`src/rtl/trg_pkg.sv`:
```
// trg_pkg: shared lane count, statistics width, FSM state type and popcount for the trigger sequencer
package trg_pkg;

    localparam int N_SCROD = 12;
    localparam int STAT_W  = 16;

    typedef enum logic [1:0] {
        IDLE     = 2'd0,
        ISSUE    = 2'd1,
        WAIT_ACK = 2'd2,
        DEAD     = 2'd3
    } state_t;

    function automatic logic [3:0] popcount(input logic [N_SCROD-1:0] v);
        logic [3:0] s;
        s = '0;
        for (int i = 0; i < N_SCROD; i++) s = s + 4'(v[i]);
        return s;
    endfunction

endpackage

```
`src/rtl/trg_sequencer_if.sv`:
```
// trg_sequencer_if: trigger request, fan-out, acknowledge and status bundle of the trigger sequencer
interface trg_sequencer_if;
    import trg_pkg::*;

    logic                  TRG_SOFT;
    logic                  TRG_EXT;
    logic [N_SCROD-1:0]    TRG_MASK;
    logic [3:0]            MIN_SCRODS_REQUIRED;
    logic [N_SCROD-1:0]    ACK;
    logic [N_SCROD-1:0]    TRG;
    logic                  BUSY;
    logic                  TRG_DONE;
    logic                  TRG_TIMEOUT;
    logic [N_SCROD-1:0]    ACK_LATCHED;
    logic [2*STAT_W-1:0]   TRG_STATISTICS;

    modport master (
        output TRG_SOFT, TRG_EXT, TRG_MASK, MIN_SCRODS_REQUIRED, ACK,
        input  TRG, BUSY, TRG_DONE, TRG_TIMEOUT, ACK_LATCHED, TRG_STATISTICS
    );

    modport slave (
        input  TRG_SOFT, TRG_EXT, TRG_MASK, MIN_SCRODS_REQUIRED, ACK,
        output TRG, BUSY, TRG_DONE, TRG_TIMEOUT, ACK_LATCHED, TRG_STATISTICS
    );

endinterface

```
`src/rtl/trg_sync2.sv`:
```
// trg_sync2: two-flop synchroniser of configurable width with asynchronous active-low reset
module trg_sync2 #(
    parameter int W = 1
) (
    input  logic         clk,
    input  logic         rst_n,
    input  logic [W-1:0] d,
    output logic [W-1:0] q
);

    logic [W-1:0] s1;

    // two-stage capture of an asynchronous input into the clk domain
    always_ff @(posedge clk or negedge rst_n) begin
        if (!rst_n) begin
            s1 <= '0;
            q  <= '0;
        end else begin
            s1 <= d;
            q  <= s1;
        end
    end

endmodule

```
`src/rtl/trg_sequencer.sv`:
```
// trg_sequencer: 12-lane trigger fan-out with ACK quorum, timeout, deadtime and statistics; TRG_SEQ_PENDING_EN adds a one-deep pending request
module trg_sequencer
    import trg_pkg::*;
#(
    parameter int TRG_WIDTH   = 4,
    parameter int ACK_TIMEOUT = 1024,
    parameter int DEADTIME    = 16
) (
    input logic            CLK_80MHZ,
    input logic            RESET_N,
    trg_sequencer_if.slave bus
);

    localparam logic [15:0]       ISSUE_LAST   = 16'(TRG_WIDTH - 1);
    localparam logic [15:0]       TIMEOUT_LAST = 16'(ACK_TIMEOUT - 1);
    localparam logic [15:0]       DEAD_LAST    = 16'((DEADTIME == 0) ? 0 : DEADTIME - 1);
    localparam logic [STAT_W-1:0] STAT_ONE     = STAT_W'(1);

    state_t              state, state_n;
    logic [15:0]         timer, timer_n;
    logic [N_SCROD-1:0]  ack_sync, mask_l, ack_latched;
    logic [3:0]          req_eff, mask_pop, req_now;
    logic                ext_sync, ext_prev, ext_edge, req, go;
    logic                start, done, tmo, done_q, tmo_q;
    logic [STAT_W-1:0]   n_issued, n_timeout;

    trg_sync2 #(.W(N_SCROD)) u_ack_sync (
        .clk   (CLK_80MHZ),
        .rst_n (RESET_N),
        .d     (bus.ACK),
        .q     (ack_sync)
    );

    trg_sync2 #(.W(1)) u_ext_sync (
        .clk   (CLK_80MHZ),
        .rst_n (RESET_N),
        .d     (bus.TRG_EXT),
        .q     (ext_sync)
    );

    // remember the previous synchronised external level for rising-edge detection
    always_ff @(posedge CLK_80MHZ or negedge RESET_N) begin
        if (!RESET_N) ext_prev <= 1'b0;
        else          ext_prev <= ext_sync;
    end

    assign ext_edge = ext_sync & ~ext_prev;
    assign req      = bus.TRG_SOFT | ext_edge;

`ifdef TRG_SEQ_PENDING_EN
    logic pending;

    // hold one request that arrived while busy; it is consumed on the first IDLE cycle
    always_ff @(posedge CLK_80MHZ or negedge RESET_N) begin
        if (!RESET_N)           pending <= 1'b0;
        else if (state == IDLE) pending <= 1'b0;
        else if (req)           pending <= 1'b1;
    end

    assign go = req | pending;
`else
    assign go = req;
`endif

    // quorum is capped at the number of enabled lanes; zero asks for all of them
    assign mask_pop = popcount(bus.TRG_MASK);
    assign req_now  = (bus.MIN_SCRODS_REQUIRED == 4'd0 || bus.MIN_SCRODS_REQUIRED > mask_pop)
                      ? mask_pop : bus.MIN_SCRODS_REQUIRED;

    // state and phase timer registers
    always_ff @(posedge CLK_80MHZ or negedge RESET_N) begin
        if (!RESET_N) begin
            state <= IDLE;
            timer <= '0;
        end else begin
            state <= state_n;
            timer <= timer_n;
        end
    end

    // next state, phase timer and the start/done/timeout events
    always_comb begin
        state_n = state;
        timer_n = timer + 16'd1;
        start   = 1'b0;
        done    = 1'b0;
        tmo     = 1'b0;
        case (state)
            IDLE: begin
                timer_n = '0;
                if (go && bus.TRG_MASK != '0) begin
                    start   = 1'b1;
                    state_n = ISSUE;
                end
            end
            ISSUE: begin
                if (timer == ISSUE_LAST) begin
                    state_n = WAIT_ACK;
                    timer_n = '0;
                end
            end
            WAIT_ACK: begin
                if (popcount(ack_latched) >= req_eff) begin
                    done    = 1'b1;
                    state_n = DEAD;
                    timer_n = '0;
                end else if (timer == TIMEOUT_LAST) begin
                    tmo     = 1'b1;
                    state_n = DEAD;
                    timer_n = '0;
                end
            end
            DEAD: begin
                if (timer >= DEAD_LAST) begin
                    state_n = IDLE;
                    timer_n = '0;
                end
            end
            default: state_n = IDLE;
        endcase
    end

    // trigger context, sticky masked ACKs and the one-cycle status pulses
    always_ff @(posedge CLK_80MHZ or negedge RESET_N) begin
        if (!RESET_N) begin
            mask_l      <= '0;
            req_eff     <= '0;
            ack_latched <= '0;
            done_q      <= 1'b0;
            tmo_q       <= 1'b0;
        end else begin
            done_q <= done;
            tmo_q  <= tmo;
            if (start) begin
                mask_l      <= bus.TRG_MASK;
                req_eff     <= req_now;
                ack_latched <= '0;
            end else if (state == ISSUE || state == WAIT_ACK) begin
                ack_latched <= ack_latched | (ack_sync & mask_l);
            end
        end
    end

    // saturating issued and timeout counters
    always_ff @(posedge CLK_80MHZ or negedge RESET_N) begin
        if (!RESET_N) begin
            n_issued  <= '0;
            n_timeout <= '0;
        end else begin
            if (start && n_issued != '1) n_issued  <= n_issued + STAT_ONE;
            if (tmo && n_timeout != '1)  n_timeout <= n_timeout + STAT_ONE;
        end
    end

    assign bus.TRG            = (state == ISSUE) ? mask_l : '0;
    assign bus.BUSY           = state != IDLE;
    assign bus.TRG_DONE       = done_q;
    assign bus.TRG_TIMEOUT    = tmo_q;
    assign bus.ACK_LATCHED    = ack_latched;
    assign bus.TRG_STATISTICS = {n_timeout, n_issued};

endmodule
```
`src/flat_wrapper.sv`:
```
// flat-port wrapper written by rule: the top's interface ports become plain ports
module trg_sequencer_flat import trg_pkg::*;
#(
    parameter int TRG_WIDTH   = 4,
    parameter int ACK_TIMEOUT = 1024,
    parameter int DEADTIME    = 16
)
  (CLK_80MHZ, RESET_N, bus_TRG_SOFT, bus_TRG_EXT, bus_TRG_MASK, bus_MIN_SCRODS_REQUIRED, bus_ACK, bus_TRG, bus_BUSY, bus_TRG_DONE, bus_TRG_TIMEOUT, bus_ACK_LATCHED, bus_TRG_STATISTICS);
  trg_sequencer_if bus_i ();
  input logic CLK_80MHZ;
  input logic RESET_N;
  input wire logic [$bits(bus_i.TRG_SOFT)-1:0] bus_TRG_SOFT;
  input wire logic [$bits(bus_i.TRG_EXT)-1:0] bus_TRG_EXT;
  input wire logic [$bits(bus_i.TRG_MASK)-1:0] bus_TRG_MASK;
  input wire logic [$bits(bus_i.MIN_SCRODS_REQUIRED)-1:0] bus_MIN_SCRODS_REQUIRED;
  input wire logic [$bits(bus_i.ACK)-1:0] bus_ACK;
  output wire logic [$bits(bus_i.TRG)-1:0] bus_TRG;
  output wire logic [$bits(bus_i.BUSY)-1:0] bus_BUSY;
  output wire logic [$bits(bus_i.TRG_DONE)-1:0] bus_TRG_DONE;
  output wire logic [$bits(bus_i.TRG_TIMEOUT)-1:0] bus_TRG_TIMEOUT;
  output wire logic [$bits(bus_i.ACK_LATCHED)-1:0] bus_ACK_LATCHED;
  output wire logic [$bits(bus_i.TRG_STATISTICS)-1:0] bus_TRG_STATISTICS;
  assign bus_i.TRG_SOFT = bus_TRG_SOFT;
  assign bus_i.TRG_EXT = bus_TRG_EXT;
  assign bus_i.TRG_MASK = bus_TRG_MASK;
  assign bus_i.MIN_SCRODS_REQUIRED = bus_MIN_SCRODS_REQUIRED;
  assign bus_i.ACK = bus_ACK;
  assign bus_TRG = bus_i.TRG;
  assign bus_BUSY = bus_i.BUSY;
  assign bus_TRG_DONE = bus_i.TRG_DONE;
  assign bus_TRG_TIMEOUT = bus_i.TRG_TIMEOUT;
  assign bus_ACK_LATCHED = bus_i.ACK_LATCHED;
  assign bus_TRG_STATISTICS = bus_i.TRG_STATISTICS;
  trg_sequencer #(.TRG_WIDTH(TRG_WIDTH), .ACK_TIMEOUT(ACK_TIMEOUT), .DEADTIME(DEADTIME)) u_core (.CLK_80MHZ(CLK_80MHZ), .RESET_N(RESET_N), .bus(bus_i));
endmodule
```
`config.mk`:
```
export PLATFORM = sky130hd
export DESIGN_NAME = trg_sequencer_flat
export DESIGN_NICKNAME = d
export VERILOG_FILES = /design/src/rtl/trg_pkg.sv /design/src/rtl/trg_sequencer_if.sv /design/src/rtl/trg_sync2.sv /design/src/rtl/trg_sequencer.sv /design/src/flat_wrapper.sv
export SDC_FILE = /design/constraint.sdc
export NUM_CORES = 1
export LEC_CHECK = 0
export CORE_MARGIN = 2
export CORE_UTILIZATION = 53
export CTS_CLUSTER_DIAMETER = 100
export DETAILED_ROUTE_END_ITERATION = 8
export PLACE_DENSITY = 0.79
export SYNTH_ARGS = -nofsm -noshare
export SYNTH_HDL_FRONTEND = slang
export SYNTH_HIERARCHICAL = 1
export SYNTH_SLANG_ARGS = --single-unit
export TNS_END_PERCENT = 100
```
`constraint.sdc`:
```
create_clock -name CLK_80MHZ -period 5.9 [get_ports CLK_80MHZ]
set_input_delay 1.18 -clock CLK_80MHZ [delete_from_list [all_inputs] [get_ports CLK_80MHZ]]
set_output_delay 1.18 -clock CLK_80MHZ [all_outputs]
set_load 0.02 [all_outputs]
```
* After elaboration in Yosys (flattened, before gate mapping)
Index checks and enable logic that the tools add are counted.
Word-level totals: register bits 107, input port bits 32, output and inout bits 59, logic and storage cells 91
Operators by class: add/sub/neg operators 25, $lt $le $gt $ge 3, equality and inequality tests 11, muxes and demuxes 22, bitwise gates (word level) 5, reductions and logical operators 11
Operator list (count):
- $add 4x1->4 | 20
- $mux 16 | 4
- $pmux 16 s4 | 1
- $add 16x1->16 const B | 3
- $mux 12 | 3
- $ne 16x16->1 const B | 2
- $eq 16x10->1 const B | 1
- $eq 16x2->1 const B | 1
- $ge 16x4->1 const B | 1
- $and 12x12->12 | 1
- $or 12x12->12 | 1
- $reduce_bool 12->1 | 1
- $mux 2 | 5
- $pmux 2 s4 | 1
- $mux 1 | 7
- $ne 2x1->1 const B | 3
- $add 1x1->2 | 2
- $eq 2x2->1 const B | 2
- $ge 4x4->1 | 1
- $gt 4x4->1 | 1
- $logic_not 4->1 | 1
- $mux 4 | 1
- $reduce_and 4->1 | 1
- $reduce_bool 2->1 | 2
- other kinds (8) | 11

* Logic depth before layout (Yosys ltp)
Gate-level depths: netlist (run 1).
depth in word-level cells 15, depth in mapped cells 18, mapped depth without buffers 17

* Hierarchy
Netlist (run 1), hierarchy kept.
Modules (own cells, without submodules):
- trg_sequencer | instances 1, cells each 438, area each 4558.1 um2, sequential area each 2026.9 um2
- trg_sync2 at u_core.u_ack_sync | instances 1, cells each 24, area each 600.6 um2, sequential area each 600.6 um2
- trg_sync2 at u_core.u_ext_sync | instances 1, cells each 2, area each 50.0 um2, sequential area each 50.0 um2

* Least setup slack after synthesis (run 1)
OpenSTA, ideal clock, no wires.
path kind in2reg, from input port bus_TRG_MASK[0], to register u_core.req_eff[2], setup time 125 ps, arrival 5022 ps, required time 5775 ps, path slack 753 ps, stages on the path 17, path buffers 0, cells stage by stage fa_1 -> inv_1 -> fa_1 -> fa_1 -> fa_1 -> inv_1 -> ha_1 -> inv_1 -> fa_1 -> xor2_1 -> ha_1 -> nand3_1 -> nor2_1 -> o22ai_1 -> o41ai_1 -> mux2i_1 -> mux2_2
Between the ends: cells in the longest elaborated chain, start to end 14, elaborated cells on any way between the ends 18, those cells by class add/sub (11); order compare (1); mux (3); reduce/logical (3)
RTL lines:
- start, declared | line flat_wrapper.sv:14 | input wire logic [$bits(bus_i.TRG_MASK)-1:0] bus_TRG_MASK;
- $add 1x1->2 | line trg_pkg.sv:17 | for (int i = 0; i < N_SCROD; i++) s = s + 4'(v[i]);
- $add 4x1->4 (10 in series) | line trg_pkg.sv:17
- $gt 4x4->1 | line trg_sequencer.sv:67 | assign req_now = (bus.MIN_SCRODS_REQUIRED == 4'd0 || bus.MIN_SCRODS_REQUIRED > mask_pop)
- $logic_or 1x1->1 | line trg_sequencer.sv:67
- $mux 4 | line trg_sequencer.sv:68 | ? mask_pop : bus.MIN_SCRODS_REQUIRED;
- end signal, assigned | line trg_sequencer.sv:136 | req_eff <= req_now;
- end, declared | line trg_sequencer.sv:22 | logic [3:0] req_eff, mask_pop, req_now;
Several ways; a longest one is shown, not always the timed one. A chain may end at the register's enable or synchronous reset.

* Worst setup path after layout (run 1)
from input port bus_TRG_MASK[5], to register u_core.req_eff[2]
Between the ends: cells in the longest elaborated chain, start to end 10, elaborated cells on any way between the ends 14, those cells by class add/sub (7); order compare (1); mux (3); reduce/logical (3)
RTL lines (line):
- $add 4x1->4 (7 in series) | trg_pkg.sv:17
- $gt 4x4->1 | trg_sequencer.sv:67
- $logic_or 1x1->1 | trg_sequencer.sv:67
- $mux 4 | trg_sequencer.sv:68
Several ways; a longest one is shown, not always the timed one.

==> flow_summary.json, run 1 <==
{
  "status": "finished, final reports clean",
  "routed_wl_um": 11110,
  "synth.cell_area_um2": 5209,
  "critPathLaunchType": "primary input",
  "critPathArrivalTime_ns": 5.89,
  "grt_pass1_vias": 3760,
  "r2r_slack_ns": 0.75,
  "numCtsBuffers": 9,
  "slew-limit-headroom_pct": 27.50,
  "async_reset_ff_share_pct": 100.0,
  "viasPerCell": 5.303,
  "synth.area.top_cells": "dfrtp_1, ha_1, fa_1",
  "grt_pass1_wl_um": 17840,
  "maxCapViolations": 0,
  "io_pins": 91,
  "use_met1_pct": 28.36,
  "crit_required_ns": 6.18,
  "min_to": "u_core/u_ext_sync/q$_DFF_PN0_",
  "max_slew.worst_pin.slew_ns": 1.073,
  "port_buffers": 90,
  "synth-edff-count": 0,
  "holdBufCountCts": 0,
  "rr_worst_depth": 16,
  "synth_warnings": 6,
  "period_needed_ns": 5.610,
  "dp_hpwl_um": 8260,
  "rows": 36,
  "clk_latency_ns": 0.38,
  "synth.yosys.seq_area_share_pct": 51.41,
  "fp.dieW_um": 103.1,
  "wl_per_cell_um": 15.94,
  "initial_utilization_pct": 54.04,
  "end_kind": "register",
  "fp.coreArea_um2": 9639,
  "setup_violations": 0,
  "powerDensity_nw_per_um2": 516.8,
  "fin_worst_skew_ns": 0.01288,
  "synth.avg_cell_area_um2": 11.23,
  "drtIter0Drc": 138,
  "period_share_pct": 95.09,
  "clk_pin_slew_worst_paths_ns": 0.11,
  "hold_class": "reg -> reg",
  "die-area_um2": 10640,
  "fin_nets": 629,
  "h-tree-depth": 3,
  "ant_nets": 0,
  "grt_max_degree": 55,
  "syn_to_final_growth_pct": 23.66,
  "grt.overflow.total": 0,
  "drc": 0,
  "yosys.area.top_type": "dfrtp_1",
  "utilization_pct": 66.82,
  "slew_viol_final": 0,
  "grt.busiest_layer": "met2",
  "ir_worst_vdd_mv": 0.2865,
  "synth_top_area_share_pct": 51.41,
  "ctsResizeCount": 0,
  "r2r-end": "u_core/n_timeout[9]$_DFFE_PN0P_",
  "final_cell_mix": "dfrtp_1, clkdlybuf4s50_1, inv_1, nor2_1, nand3_1",
  "num_vias": 3696,
  "cts_sinks": 107,
  "synth_ff_type": "dfrtp_1",
  "finalWeightedCongestion": 0.8044,
  "cts-root-buf": "clkbuf_8",
  "dr.pass1.iters": 5,
  "synth_cell_types": 50,
  "hp-start": "u_core/u_ext_sync/s1$_DFF_PN0_",
  "rsz0062_at_grt": "false",
  "syn_nets": 534,
  "grt_antenna_before_repair": 0,
  "clock_path_buffers": 2,
  "use_met3_pct": 6.237,
  "synthCells": 464,
  "diodes": 0,
  "grt_use_total_pct": 22.27,
  "drive_gt1_share_pct": 8.156,
  "cts_tree": "yes",
  "final_common_cell": "dfrtp_1",
  "min_path_cells": 0,
  "reg2reg_from": "u_core/bus.ACK_LATCHED[5]$_DFFE_PN0P_",
  "die-height_um": 103.1,
  "grtUsageMet2_pct": 37.01,
  "cts_setup_buffers": 0,
  "path_class": "in -> reg",
  "ys_ff_latch": 107,
  "hold_viol": 0,
  "total_power_mw": 3.329,
  "max_clock_freq_ghz": 0.1782,
  "cp_max_fo": 5,
  "leakage_nw": 2.937
}
==> registers in the layout, summed over array words and instances (netlist names) <==
name	count
u_core/bus.ACK_LATCHED	12
u_core/bus.TRG_DONE	1
u_core/bus.TRG_TIMEOUT	1
u_core/ext_prev	1
u_core/mask_l	12
u_core/n_issued	16
u_core/n_timeout	16
u_core/req_eff	4
u_core/state	2
u_core/timer	16
u_core/u_ack_sync/q	12
u_core/u_ack_sync/s1	12
u_core/u_ext_sync/q	1
u_core/u_ext_sync/s1	1
==> layer usage <==
metal / vias to the layer above / routed length, µm
li1: 1734 / -
met1: 1862 / 4847
met2: 84 / 5552
met3: 16 / 553
met4: 0 / 157
met5: - / 0
==> logic make-up (layout without fill, tap and decap cells) <==
group / Yosys count / count (layout) / share of synthesized area, %
compound gates: 39 / 39 / 5.381
xor+xnor: 43 / 43 / 7.230
fa+ha+maj: 38 / 38 / 11.15
buf+inv: 60 / 160 / 4.468
flops: 107 / 107 / 51.41
mux: 17 / 17 / 3.627
simple gates: 160 / 160 / 16.74
==> Yosys cell counts, types with 2 or more instances <==
| master | instances |
|---|---|
| nor2b_1 | 2 |
| nor2_1 | 37 |
| a21oi_1 | 15 |
| nor4_1 | 3 |
| and2_1 | 18 |
| nor3_1 | 9 |
| mux2i_1 | 2 |
| nand2_1 | 26 |
| nand3_1 | 28 |
| a21o_1 | 3 |
| nor4_4 | 2 |
| a31oi_1 | 5 |
| nand3_2 | 2 |
| inv_1 | 52 |
| mux2_2 | 15 |
| o21a_1 | 2 |
| xor2_1 | 23 |
| buf_2 | 3 |
| and4_1 | 2 |
| fa_1 | 14 |
| xnor2_1 | 20 |
| o21ai_0 | 2 |
| clkbuf_1 | 3 |
| ha_1 | 24 |
| nor3b_1 | 2 |
| and3_1 | 7 |
| dfrtp_1 | 107 |
| nand2b_1 | 2 |
| nand4_1 | 13 |
==> how the worst max path moves through the flow <==
stage | start | end | slack, ns | cells after the start
final | bus_TRG_MASK[5] | u_core/req_eff[2]$_DFFE_PN0P_ | 0.29 | 18
after global routing | bus_TRG_MASK[5] | u_core/req_eff[3]$_DFFE_PN0P_ | 0.11 | 18
after CTS | bus_TRG_MASK[5] | u_core/req_eff[2]$_DFFE_PN0P_ | 0.33 | 18
after detailed placement | bus_TRG_MASK[5] | u_core/req_eff[2]$_DFFE_PN0P_ | -0.1 | 18
after global placement | bus_TRG_MASK[5] | u_core/req_eff[2]$_DFFE_PN0P_ | 0.12 | 18
after floorplan | bus_TRG_MASK[0] | u_core/req_eff[2]$_DFFE_PN0P_ | 0.75 | 17
==> metrics by stage <==
step | instances | TNS (ns) | hold WS [ns] | area (µm²) | setup slack [ns]
after floorplan | 464 | 0 | 0.3312 | 5209 | 0.7533
after global placement | 681 | 0 | 0.3314 | 6251 | 0.1200
after detailed placement | 681 | -0.1742 | 0.3362 | 6251 | -0.09802
after CTS | 697 | 0 | 0.3600 | 6441 | 0.3293
after global routing | 697 | 0 | 0.3656 | 6441 | 0.1097
final | 697 | 0 | 0.3570 | 6441 | 0.2895
==> worst max-delay path, cell delays in order <==
cell and delay (ns):
clkdlybuf4s50_1 0.51, inv_1 0.08, fa_1 0.57, fa_1 0.43
fa_1 0.51, fa_1 0.41, inv_1 0.07, ha_1 0.15
inv_1 0.05, fa_1 0.37, xor2_1 0.21, ha_1 0.29
nand3_1 0.10, nor2_1 0.05, o22ai_1 0.17, o41ai_1 0.23
mux2i_1 0.18, mux2_2 0.31
==> report_power, final <==
group          switching [mW]  leakage [nW]  internal (mW)
combinational            1.08          1.48          0.829
clock                   0.266        0.0918          0.173
sequential              0.114          1.36          0.870
total                    1.46          2.94           1.87
==> layout make-up <==
type | count | area, µm²
sequential | 107 | 2678
timing repair buffer | 92 | 913.4
clock inverter | 6 | 52.55
fill | 802 | 3198
clock buffer | 10 | 137.6
multi-input combinational | 297 | 2298
tap | 133 | 166.4
inverter | 52 | 195.2
Power figures use the tool's default switching activity.
==> run 2: changes to the inputs <==
--- a/config.mk
+++ b/config.mk
@@ -5,11 +5,13 @@
 export SDC_FILE = /design/constraint.sdc
 export NUM_CORES = 1
 export LEC_CHECK = 0
+export CAP_MARGIN = 5
 export CORE_MARGIN = 2
-export CORE_UTILIZATION = 53
+export CORE_UTILIZATION = 55
+export CTS_BUF_LIST = sky130_fd_sc_hd__clkbuf_8
 export CTS_CLUSTER_DIAMETER = 100
 export DETAILED_ROUTE_END_ITERATION = 8
-export PLACE_DENSITY = 0.79
+export PLACE_DENSITY = 0.82
 export SYNTH_ARGS = -nofsm -noshare
 export SYNTH_HDL_FRONTEND = slang
 export SYNTH_HIERARCHICAL = 1
==> flow_summary.json, run 2 (synthesis gave the netlist of run 1 again) <==
{
  "place_area_um2": 6238,
  "fillCellCount": 668,
  "place_inst": 661,
  "initial_utilization_pct": 56.64,
  "final_cells": 677,
  "dp_hpwl_um": 8136,
  "end_kind": "register",
  "max_clock_freq_ghz": 0.1774,
  "max_slew.worst_pin.slew_ns": 1.046,
  "grt_max_degree": 55,
  "diodes": 0,
  "hold_class": "reg -> reg",
  "cts_sinks": 107,
  "crit_required_ns": 6.17,
  "rows": 35,
  "numCtsBuffers": 9,
  "final_cell_mix": "dfrtp_1, clkdlybuf4s50_1, inv_1, nor2_1, nand3_1",
  "period_needed_ns": 5.636,
  "grt_pass1_vias": 3915,
  "finalWeightedCongestion": 0.8872,
  "ir_worst_vdd_mv": 0.2618,
  "cp_max_fo": 5,
  "hold_slack_ns": 0.3535,
  "grt_pass1_wl_um": 18660,
  "viasPerCell": 5.495,
  "clk_pin_slew_worst_paths_ns": 0.12,
  "powerDensity_nw_per_um2": 515.6,
  "dr.pass1.iters": 4,
  "setup_violations": 0,
  "slew-limit-headroom_pct": 29.38,
  "holdBufCountCts": 0,
  "die-height_um": 101.3,
  "die-area_um2": 10260,
  "fin_ws_ns": 0.2637,
  "path_class": "in -> reg",
  "fp.dieW_um": 101.3,
  "cts_setup_buffers": 0,
  "grt.overflow.total": 0,
  "dp_worst_setup_slack_ns": -0.09592,
  "wl_per_cell_um": 16.61,
  "slew_viol_final": 0,
  "routed_wl_um": 11250,
  "maxCapViolations": 0,
  "syn_to_final_growth_pct": 23.95,
  "reg_top3": "u_core/n_issued x16, u_core/n_timeout x16, u_core/timer x16",
  "cts_tree": "yes",
  "drive_gt1_share_pct": 8.481,
  "rsz0062_at_grt": "false",
  "grt_antenna_before_repair": 0,
  "fp.coreArea_um2": 9196,
  "num_vias": 3720,
  "fin_area_um2": 6456,
  "hold_viol": 0,
  "fin_worst_skew_ns": 0.01978,
  "leakage_nw": 2.962,
  "critPathLaunchType": "primary input",
  "critPathArrivalTime_ns": 5.91,
  "ctsResizeCount": 0,
  "grt_use_total_pct": 23.35,
  "port_buffers": 90,
  "fin_nets": 631,
  "drc": 0,
  "final_common_cell": "dfrtp_1",
  "io_pins": 91,
  "ant_nets": 0,
  "h-tree-depth": 3,
  "status": "finished, final reports clean",
  "cts-root-buf": "clkbuf_8",
  "drtIter0Drc": 180,
  "period_share_pct": 95.53,
  "setup_tns_ns": 0,
  "clk_latency_ns": 0.38,
  "clock_path_buffers": 2
}
run 2: cell type report:
type / instances / area [µm²] / area share [%]
flip-flops and latches: 107 / 2678 / 41.47
clock buffers: 9 / 123.9 / 1.919
repair buffers: 94 / 928.4 / 14.38
clock inverters: 7 / 93.84 / 1.453
well taps: 111 / 138.9 / 2.151
inverters: 52 / 195.2 / 3.023
multi-input cells: 297 / 2298 / 35.60
run 2: critical path: stages:
cell and delay, ns:
clkdlybuf4s50_1 0.48, fa_1 0.56, inv_1 0.05, fa_1 0.47, fa_1 0.51, fa_1 0.41, inv_1 0.07, ha_1 0.16
inv_1 0.06, fa_1 0.37, xor2_1 0.25, ha_1 0.30, nand3_1 0.10, nor2_1 0.05, o22ai_1 0.18, o41ai_1 0.23
mux2i_1 0.18, mux2_2 0.31
run 2: through the flow:
| stage | power [mW] | util (%) |
|---|---|---|
| 2_1_floorplan | 2.276 | - |
| 3_3_place_gp | 2.733 | 67.84 |
| 3_5_place_dp | 2.866 | 67.84 |
| 4_1_cts | 3.354 | 70.20 |
| 5_1_grt | 3.607 | 70.20 |
| 6_report | 3.329 | 70.20 |
run 2: path summary, 6_finish.rpt:
| kind | start | to | slack, ns | depth (start not counted) |
|---|---|---|---|---|
| min in group asynchronous | RESET_N | u_core/timer[6]$_DFF_PN0_ | 0.83 | 1 |
| worst max-delay path | bus_TRG_MASK[0] | u_core/req_eff[3]$_DFFE_PN0P_ | 0.26 | 18 |
| worst max register to register | u_core/bus.ACK_LATCHED[1]$_DFFE_PN0P_ | u_core/n_timeout[7]$_DFFE_PN0P_ | 0.81 | 16 |
| worst min-delay path | u_core/u_ack_sync/s1[11]$_DFF_PN0_ | u_core/u_ack_sync/q[11]$_DFF_PN0_ | 0.35 | 0 |
| max in group asynchronous | RESET_N | u_core/u_ack_sync/s1[2]$_DFF_PN0_ | 3.95 | 2 |
| worst min register to register | u_core/u_ack_sync/s1[11]$_DFF_PN0_ | u_core/u_ack_sync/q[11]$_DFF_PN0_ | 0.35 | 0 |
run 2: power by group:
part | internal, mW | switching, mW | leakage (nW)
logic | 0.817 | 1.06 | 1.49
clock network | 0.175 | 0.294 | 0.107
registers | 0.870 | 0.114 | 1.36
run 2: per-layer routing:
| layer | vias up | global-route usage (%) | part of all wire, % |
|---|---|---|---|
| met1 | 1865 | 30.72 | 43 |
| li1 | 1740 | - | - |
| met4 | 0 | 9.252 | 2.1 |
| met5 | - | 0 | 0 |
| met3 | 21 | 3.727 | 4.0 |
| met2 | 94 | 39.07 | 51 |
==> run 3: changes to the inputs <==
--- a/config.mk
+++ b/config.mk
@@ -9,7 +9,6 @@
 export CORE_MARGIN = 2
 export CORE_UTILIZATION = 55
 export CTS_BUF_LIST = sky130_fd_sc_hd__clkbuf_8
-export CTS_CLUSTER_DIAMETER = 100
 export DETAILED_ROUTE_END_ITERATION = 8
 export PLACE_DENSITY = 0.82
 export SYNTH_ARGS = -nofsm -noshare
==> constraint.sdc (replaced) <==
create_clock -name CLK_80MHZ -period 5.9 [get_ports CLK_80MHZ]
set_input_delay 1.18 -clock CLK_80MHZ [delete_from_list [all_inputs] [get_ports CLK_80MHZ]]
set_output_delay 1.18 -clock CLK_80MHZ [all_outputs]
set_load 0.1 [all_outputs]
==> results of run 3 <==
The final DEF is identical to that of run 2. Status: finished, final reports clean.
Main changes from that run: total power 3.329 mW -> 3.885 mW; worst IR drop on VDD 0.2618 mV -> 0.3443 mV
